--- config.mk ---
export PLATFORM = sky130hd
export DESIGN_NAME = param_dataram
export DESIGN_NICKNAME = d
export VERILOG_FILES = /design/src/rtl/param_dataram.sv
export SDC_FILE = /design/constraint.sdc
export NUM_CORES = 1
export LEC_CHECK = 0
export ABC_AREA = 1
export CAP_MARGIN = 15
export CORE_ASPECT_RATIO = 0.75
export CORE_MARGIN = 4
export CORE_UTILIZATION = 57
export DETAILED_ROUTE_END_ITERATION = 12
export GPL_ROUTABILITY_DRIVEN = 1
export GPL_TIMING_DRIVEN = 0
export HOLD_SLACK_MARGIN = 0.06
export PLACE_DENSITY_LB_ADDON = 0.05
export SETUP_SLACK_MARGIN = 0.2
export SKIP_CTS_REPAIR_TIMING = 1
export SYNTH_ARGS = -nofsm -noshare
export SYNTH_HDL_FRONTEND = slang
export SYNTH_SLANG_ARGS = --single-unit
--- constraint.sdc ---
create_clock -name clk -period 2.1 [get_ports clk]
set_input_delay 0.42 -clock clk [delete_from_list [all_inputs] [get_ports clk]]
set_output_delay 0.42 -clock clk [all_outputs]
set_load 0.1 [all_outputs]
--- src/rtl/param_dataram.sv ---
// rtl/param_dataram.sv - parametrised data RAM with init sequencer, read strobe, ready and out-of-window flag
module param_dataram #(
    parameter int DW    = 8,
    parameter int AW    = 5,
    parameter int DEPTH = 8,
    parameter int BASE  = 24,
    parameter logic [DEPTH*DW-1:0] INIT_VEC =
        {8'h01, 8'h01, 8'h00, 8'h0A, 8'h01, 8'h00, 8'h00, 8'h00}
) (
    input  logic          clk,
    input  logic          reset,
    input  logic          clear,
    input  logic          READ,
    input  logic          WRITE,
    input  logic [AW-1:0] MEM_ADDR,
    input  logic [DW-1:0] MEM_DIN,
    output logic [DW-1:0] MEM_DOUT,
    output logic          rd_valid,
    output logic          ready,
    output logic          oob
);

    // Counter wide enough to index every storage word.
    localparam int CW = (DEPTH > 1) ? $clog2(DEPTH) : 1;

    // Window bounds held one bit wider than the address so BASE+DEPTH == 2**AW fits.
    localparam logic [AW:0]   WIN_LO   = (AW+1)'(BASE);
    localparam logic [AW:0]   WIN_HI   = (AW+1)'(BASE + DEPTH);
    localparam logic [AW-1:0] BASE_A   = AW'(BASE);
    localparam logic [CW-1:0] CNT_LAST = CW'(DEPTH - 1);

    typedef enum logic {
        S_INIT = 1'b0,
        S_RUN  = 1'b1
    } state_t;

    state_t        state_q, state_d;
    logic [CW-1:0] cnt_q, cnt_d;
    logic          ready_q, ready_d;
    logic [DW-1:0] dout_q, dout_d;
    logic          rd_valid_q, rd_valid_d;
    logic          oob_q, oob_d;

    logic [DW-1:0] mem [DEPTH];

    logic          mem_we;
    logic [CW-1:0] mem_widx;
    logic [DW-1:0] mem_wdata;

    logic          in_win;
    logic [CW-1:0] win_idx;

    // Address decode: window membership and word index relative to BASE.
    always_comb begin
        in_win  = ({1'b0, MEM_ADDR} >= WIN_LO) && ({1'b0, MEM_ADDR} < WIN_HI);
        win_idx = CW'(MEM_ADDR - BASE_A);
    end

    // Next-state logic: init sequencing, request arbitration (clear > READ > WRITE).
    always_comb begin
        state_d    = state_q;
        cnt_d      = cnt_q;
        ready_d    = ready_q;
        dout_d     = dout_q;
        rd_valid_d = 1'b0;
        oob_d      = oob_q;
        mem_we     = 1'b0;
        mem_widx   = cnt_q;
        mem_wdata  = INIT_VEC[int'(cnt_q)*DW +: DW];

        case (state_q)
            S_INIT: begin
                if (clear) begin
                    cnt_d = '0;
                end else begin
                    mem_we = 1'b1;
                    if (cnt_q == CNT_LAST) begin
                        state_d = S_RUN;
                        ready_d = 1'b1;
                        cnt_d   = '0;
                    end else begin
                        cnt_d = cnt_q + CW'(1);
                    end
                end
            end
            S_RUN: begin
                if (clear) begin
                    state_d = S_INIT;
                    cnt_d   = '0;
                    ready_d = 1'b0;
                end else if (READ) begin
                    dout_d     = in_win ? mem[win_idx] : '0;
                    rd_valid_d = 1'b1;
                    oob_d      = ~in_win;
                end else if (WRITE) begin
                    oob_d = ~in_win;
                    if (in_win) begin
                        mem_we    = 1'b1;
                        mem_widx  = win_idx;
                        mem_wdata = MEM_DIN;
                    end
                end
            end
            default: begin
                state_d = S_INIT;
                cnt_d   = '0;
                ready_d = 1'b0;
            end
        endcase
    end

    // Control and output registers, cleared asynchronously by reset.
    always_ff @(posedge clk or posedge reset) begin
        if (reset) begin
            state_q    <= S_INIT;
            cnt_q      <= '0;
            ready_q    <= 1'b0;
            dout_q     <= '0;
            rd_valid_q <= 1'b0;
            oob_q      <= 1'b0;
        end else begin
            state_q    <= state_d;
            cnt_q      <= cnt_d;
            ready_q    <= ready_d;
            dout_q     <= dout_d;
            rd_valid_q <= rd_valid_d;
            oob_q      <= oob_d;
        end
    end

    // Storage array: contents are only meaningful after the init sequence, so no reset.
    always_ff @(posedge clk) begin
        if (mem_we) begin
            mem[mem_widx] <= mem_wdata;
        end
    end

    assign MEM_DOUT = dout_q;
    assign rd_valid = rd_valid_q;
    assign ready    = ready_q;
    assign oob      = oob_q;

endmodule

==> results of run 1 <==
-- synth_stat cells --
cell type	instances
nand2_1	115
edfxtp_1	64
nand3_1	50
nor2_1	22
inv_1	17
dfrtp_1	15
buf_4	8
inv_2	5
buf_2	4
nand4_1	4
o21ai_0	4
ha_1	3
a21oi_1	2
nand2_2	2
a22o_1	1
a31oi_1	1
mux2i_1	1
nand3_4	1
nor2_2	1
nor2_4	1
nor2_8	1
o21ai_2	1
-- worst min-delay path by stage --
stage,endpoint,depth (start not counted)
after floorplan,MEM_DOUT[0],1
after global placement,MEM_DOUT[6],2
after detailed placement,MEM_DOUT[5],2
after CTS,rd_valid,2
after global routing,oob,2
final,oob,2
-- critical path, cell delays in order --
cell	delay, ns
clkdlybuf4s50_1	0.45
inv_1	0.07
nor2_4	0.18
nand4_1	0.20
nand2_1	0.14
nand2_2	0.15
nor2_4	0.32
-- flip-flops by register name, summed over array words and instances (netlist names) --
signal and count:
state_q 1, MEM_DOUT 8, rd_valid 1, mem 64, oob 1, ready 1
cnt_q 3
-- kinds of logic (layout without fill, tap and decap cells) --
kind of cell | after synthesis | in the layout | synth area share [%]
fa+ha+maj | 3 | 3 | 1.098
flops | 79 | 79 | 67.20
simple gates | 197 | 197 | 25.07
compound gates | 9 | 9 | 1.574
buf+inv | 34 | 87 | 4.759
mux | 1 | 1 | 0.2928
-- power breakdown --
group | switching [mW] | leakage [nW] | internal, mW
clock | 0.557 | 0.0849 | 0.465
combinational | 0.280 | 0.890 | 0.123
sequential | 0.0193 | 0.840 | 1.74
-- layer usage --
layer  vias up  part of all wire, %  routed length [um]
met5         -                    0                   0
met4         0                  3.3                 252
met3        21                  5.8                 446
met2        73                   47                3627
met1      1152                   44                3414
li1       1183                    -                   -
-- stage by stage --
| stage | area [um^2] | setup WS [ns] | utilization, % | setup TNS [ns] | instances |
|---|---|---|---|---|---|
| floorplan | 3418 | 0.3464 | - | 0 | 323 |
| global placement | 3776 | -0.6911 | 64.82 | -50.03 | 427 |
| detailed placement | 3776 | -0.7360 | 64.82 | -51.36 | 427 |
| CTS | 3959 | -0.3854 | 67.96 | -18.38 | 443 |
| global route | 4155 | 0.1256 | 71.33 | 0 | 454 |
| finish | 4155 | 0.1785 | 71.33 | 0 | 454 |
-- layout make-up --
class / count / area (um^2)
multi-input combinational: 210 / 1062
sequential: 79 / 2297
clock buffer: 10 / 137.6
inverter: 22 / 82.58
timing repair buffer: 37 / 352.8
clock inverter: 6 / 45.04
fill: 427 / 1670
buffer: 12 / 80.08
tap: 78 / 97.59
==> results by group, run 1 <==
Placed design
  – GP Congestion: 0.8338
  – I/O Buffers: 26
  – Detailed Place HPWL: 4770 um

Finish
  – Most common cell after layout, fill and taps aside: nand2_1
  – Share of post-route cells with drive strength above 1: 20.74%
  – Area Growth Syn to Fin: 21.56%
  – Nets@finish: 392
  – Most frequent cells in the layout: nand2_1, edfxtp_1, nand3_1, inv_1
  – Diode count: 0

Detailed routing
  – Post-route ant nets: 0
  – Routed vias/inst: 5.350
  – DRT iter0 DRCs: 247
  – Vias: approximately 2400
  – Post-Route WL: 7741 um
  – DRC viols: 0
  – Routed WL per cell: between 15 and 20 um
  – Pre-antenna DRT Iters: 5

STA
  – Final min period: a little under 2 ns
  – Final cycle utilization of the critical path: 91.50%
  – Clock skew: 0.01224 ns
  – Slew at the pin with the worst max-slew slack: 0.9610 ns
  – Endpoints failing hold: 0
  – Fmax: ~0.52 GHz
  – Unrepaired setup endpoints after global routing: yes
  – Max-slew headroom: 35.83%
  – Pins Over Slew Limit: 0
  – Minimum hold slack: around 0.32 ns
  – Setup-failing EPs final: 0

Job
  – Maxcap violations: 0

Die
  – Die area: 0.007313 mm^2
  – Die Width: just under 100 um
  – I/O pin total: 29
  – CORE AREA: 0.005826 mm^2
  – Row count: 24
  – Starting Density: 58.68%
  – Die Span Y: 75.07 um

Worst setup path
  – R2R Path Start: state_q
  – Crit start category: primary input
  – R2R setup slack: 0.34 ns
  – Worst setup endpoint: mem[5][2]
  – Worst Path Arrival: about 1.9 ns
  – Worst-path maximum fanout: 8
  – CP Launch Point: WRITE
  – Crit Path Class: in -> reg
  – Critical Path RT: between 2 and 2.5 ns
  – Endpoint class of the critical path: flip-flop
  – FF-to-FF End: mem[5][2]
  – Reg2Reg Depth: 5

Clock tree
  – Clock sink count: 79
  – H-tree Lvls: 3
  – Total CTS buffers: 9
  – CTS max path bufs: 2
  – Worst-Skew Late Latency: 0.35 ns
  – CTS tree: yes
  – Worst-path clk slew: 0.09 ns
  – Root buffer cell: clkbuf_8

Synthesis
  – Top cell type's share of synthesized area: a little under three fifths
  – Distinct cells, synth: 22
  – Top post-synthesis cells by area: edfxtp_1, nand2_1, dfrtp_1, nand3_1, nor2_1
  – Post-synthesis sequential area ratio: 67.20%
  – Post-Syn Area: approximately 0.0034 mm^2
  – Dominant cell type by area after synthesis: edfxtp_1
  – Syn. warnings: 0
  – Synthesized Nets: 344
  – Yosys reg bits: 79
  – Synth Instances: 323
  – Syn_area_per_cell: 10.58 um^2

Global routing
  – Largest net degree at the start of global routing: 16
  – Vias in the first global route: 2118
  – Initial antenna violation count: 0
  – GRT overflow: 0
  – First-pass GRT wire length: 10970 um
  – Layer with the highest usage: met2
  – Total track usage: 20.79%
  – Grt met2 use: a little under a third
  – Global-route track usage on met3: 4.259%
  – GR Util met1: just under 30%

Hold path
  – Hold_sp: MEM_ADDR[3]
  – Hold Path Class: in -> reg

Pwr
  – VDD IR max: 0.0005442 V
  – Cell Pwr Density: 765.9 mW/mm^2
  – Leak: 1.814 nW
  – Final Power: 3.182 mW

Status
  – Status: finished, final reports clean
(Power assumes the default switching activity.)
==> run 2: changes to the inputs <==
- CTS_CLUSTER_SIZE: unset -> 14
==> results of run 2 <==
The final DEF is identical to that of run 1; final timing and power are the same.
==> run 3: changes to the inputs <==
- CORE_UTILIZATION: 57 -> 50
==> run 3 against run 2 <==
Largest power group unchanged; clock power grew 9.8%; flip-flop and latch count stayed put; first-iteration DRC count down 35%; clock-buffer cell count increased by 1; design area down 1.2%; via count decreased by 1.9%; sequential power hardly changed; fmax down 6.3%; non-clock buffer count is 5 lower; total power grew 2.2%; sequential share of layout area increased by 0.67 points; hold slack worse by 0.015 ns; largest cell class unchanged.
==> results by group, run 3 (synthesis gave the netlist of run 1 again) <==
Detailed routing
  – Pre-antenna DRT Iters: 5 (unchanged)
  – Post-Route WL: 7564 um (-2.3%)
  – Routed WL per cell: 16.73 um (-1.9%)
  – Vias: 2382 (-1.9%)
  – Routed vias/inst: 5.270 (-1.5%)
  – DRT iter0 DRCs: 160 (-35%)
  – Post-route ant nets: 0 (unchanged)
  – DRC viols: 0 (unchanged)

Clock tree
  – CTS tree: yes
  – CTS max path bufs: 2 (unchanged)
  – Worst-Skew Late Latency: 0.35 ns (about the same)
  – Total CTS buffers: 9 (unchanged)
  – Worst-path clk slew: 0.08 ns (about the same)
  – H-tree Lvls: 3 (unchanged)
  – Clock sink count: 79 (unchanged)
  – Root buffer cell: clkbuf_8

Pwr
  – Final Power: 3.253 mW (+2.2%)
  – Leak: 1.791 nW (-1.3%)
  – VDD IR max: 0.0003937 V (-28%)
  – Cell Pwr Density: 792.4 mW/mm^2 (+3.5%)

Finish
  – Util after Layout: 63.40% (-7.9 points)
  – Most flops, register: mem
  – Fillcell total: 516 (+21%)
  – Area Growth Syn to Fin: 20.10%
  – Share of post-route cells with drive strength above 1: 18.87% (-1.9 points)
  – Most common cell after layout, fill and taps aside: nand2_1
  – Nets@finish: 387 (-1.3%)
  – Max FFs per register: 64 (unchanged)
  – Most frequent cells in the layout: nand2_1, edfxtp_1, nand3_1, inv_1, dfrtp_1
  – Final cell count without fillers: 452 (-0.44%)
  – Final instance area: 0.004105 mm^2 (-1.2%)
  – Diode count: 0 (unchanged)

Placed design
  – I/O Buffers: 26 (unchanged)
  – Post-Place Worst Slack: -0.6441 ns (+0.09188 ns)
  – Placement Cell Area: 0.003780 mm^2 (about the same)
  – Inst Count DP: 430 (+0.70%)
  – Detailed Place HPWL: 4937 um (+3.5%)
  – GP Congestion: 0.8645 (+3.7%)

Die
  – Starting Density: 52.79% (-5.9 points)
  – Row count: 25 (+4.2%)
  – Die Span Y: 79.61 um (+6.0%)
  – I/O pin total: 29 (unchanged)
  – CORE AREA: 0.006475 mm^2 (+11%)
  – Die area: 0.008237 mm^2 (+13%)
  – Die Width: 103.5 um (+6.2%)

Worst setup path
  – Crit start category: primary input
  – Reg2Reg Depth: 5 (unchanged)
  – CP Cell Sequence: clkdlybuf4s50_1, inv_1, nor2_4, nand4_1, nand2_1, nand2_2, nor2_2
  – Crit Path Class: in -> reg
  – Critical Path RT: 2.09 ns (-0.03 ns)
  – Peak per-stage delay on the critical path: 0.48 ns (+0.03 ns)
  – Endpoint class of the critical path: flip-flop
  – Worst-path maximum fanout: 8 (unchanged)
  – Slowest cell on the critical path: nor2_2
  – Worst Path Arrival: 2.04 ns (+0.10 ns)

Global routing
  – GRT overflow: 0 (unchanged)
  – Largest net degree at the start of global routing: 16 (unchanged)
  – First-pass GRT wire length: 11440 um (+4.3%)
  – Initial antenna violation count: 0 (unchanged)
  – Vias in the first global route: 2201 (+3.9%)
  – Total track usage: 19.46% (-1.3 points)

STA
  – Fmax: 0.4876 GHz (-6.3%)
  – Final min period: 2.051 ns (+0.1293 ns)
  – Slew at the pin with the worst max-slew slack: 0.9712 ns (+0.01020 ns)
  – Final cycle utilization of the critical path: 97.66% (+6.2 points)
  – Minimum hold slack: 0.3072 ns (-0.01512 ns)
  – Setup-failing EPs final: 0 (unchanged)
  – Unrepaired setup endpoints after global routing: yes
  – Setup TNS: 0 ns (unchanged)
  – Clock skew: 0.01051 ns (-0.001726 ns)
  – Pins Over Slew Limit: 0 (unchanged)
  – Endpoints failing hold: 0 (unchanged)
  – Final worst slack: 0.04921 ns (-0.1293 ns)
  – Max-slew headroom: 35.15% (-0.68 points)

Job
  – Maxcap violations: 0 (unchanged)

Hold path
  – Hold depth: 2 (unchanged)
  – Hold Path Class: in -> reg

Status
  – Status: finished, final reports clean
## run 3: changes by cell type in the layout (fill, tap and decap cells not counted), sizes merged
cell,previous run,this run
inv,23,22
clkinv,2,4
clkbuf,20,21
clkinvlp,3,1
buf,23,18
## run 3: final timing paths
path / from / endpoint / slack (ns)
worst max-delay path: WRITE / mem[5][6] / 0.05
worst min-delay path: MEM_ADDR[3] / oob / 0.31
worst max register to register: state_q / mem[5][6] / 0.17
worst min register to register: MEM_DOUT[1] / MEM_DOUT[1] / 0.48
max in group asynchronous: reset / cnt_q[0] / 1.27
min in group asynchronous: reset / MEM_DOUT[4] / 0.43
## run 3: final cells by class
class                   count  area (um^2)  area share (%)
plain buffers              12        80.08           1.951
clock buffers              11        173.9           4.237
clock inverters             5        27.53          0.6705
inverters                  22        82.58           2.012
multi-input cells         210         1040           25.33
flip-flops and latches     79         2297           55.96
well taps                  81        101.3           2.469
repair buffers             32        302.8           7.376
## run 3: worst max-delay path: cells and delay by family
kind	cells	cell delay [ns]
buf+inv	2	0.53
simple gates	5	1.09
## run 3: layer usage
metal,track usage [%],up-vias,share of wire [%]
met1,28.77,1110,46
met2,28.18,87,45
li1,-,1172,-
met3,5.502,13,8.2
met5,0,-,0
met4,5.175,0,1.2
## run 3: report_power, final
| part | internal, mW | switching [mW] | leakage, nW |
|---|---|---|---|
| Sequential | 1.74 | 0.0202 | 0.840 |
| Combinational | 0.113 | 0.264 | 0.846 |
| Clock | 0.565 | 0.553 | 0.105 |
| Total | 2.42 | 0.837 | 1.79 |
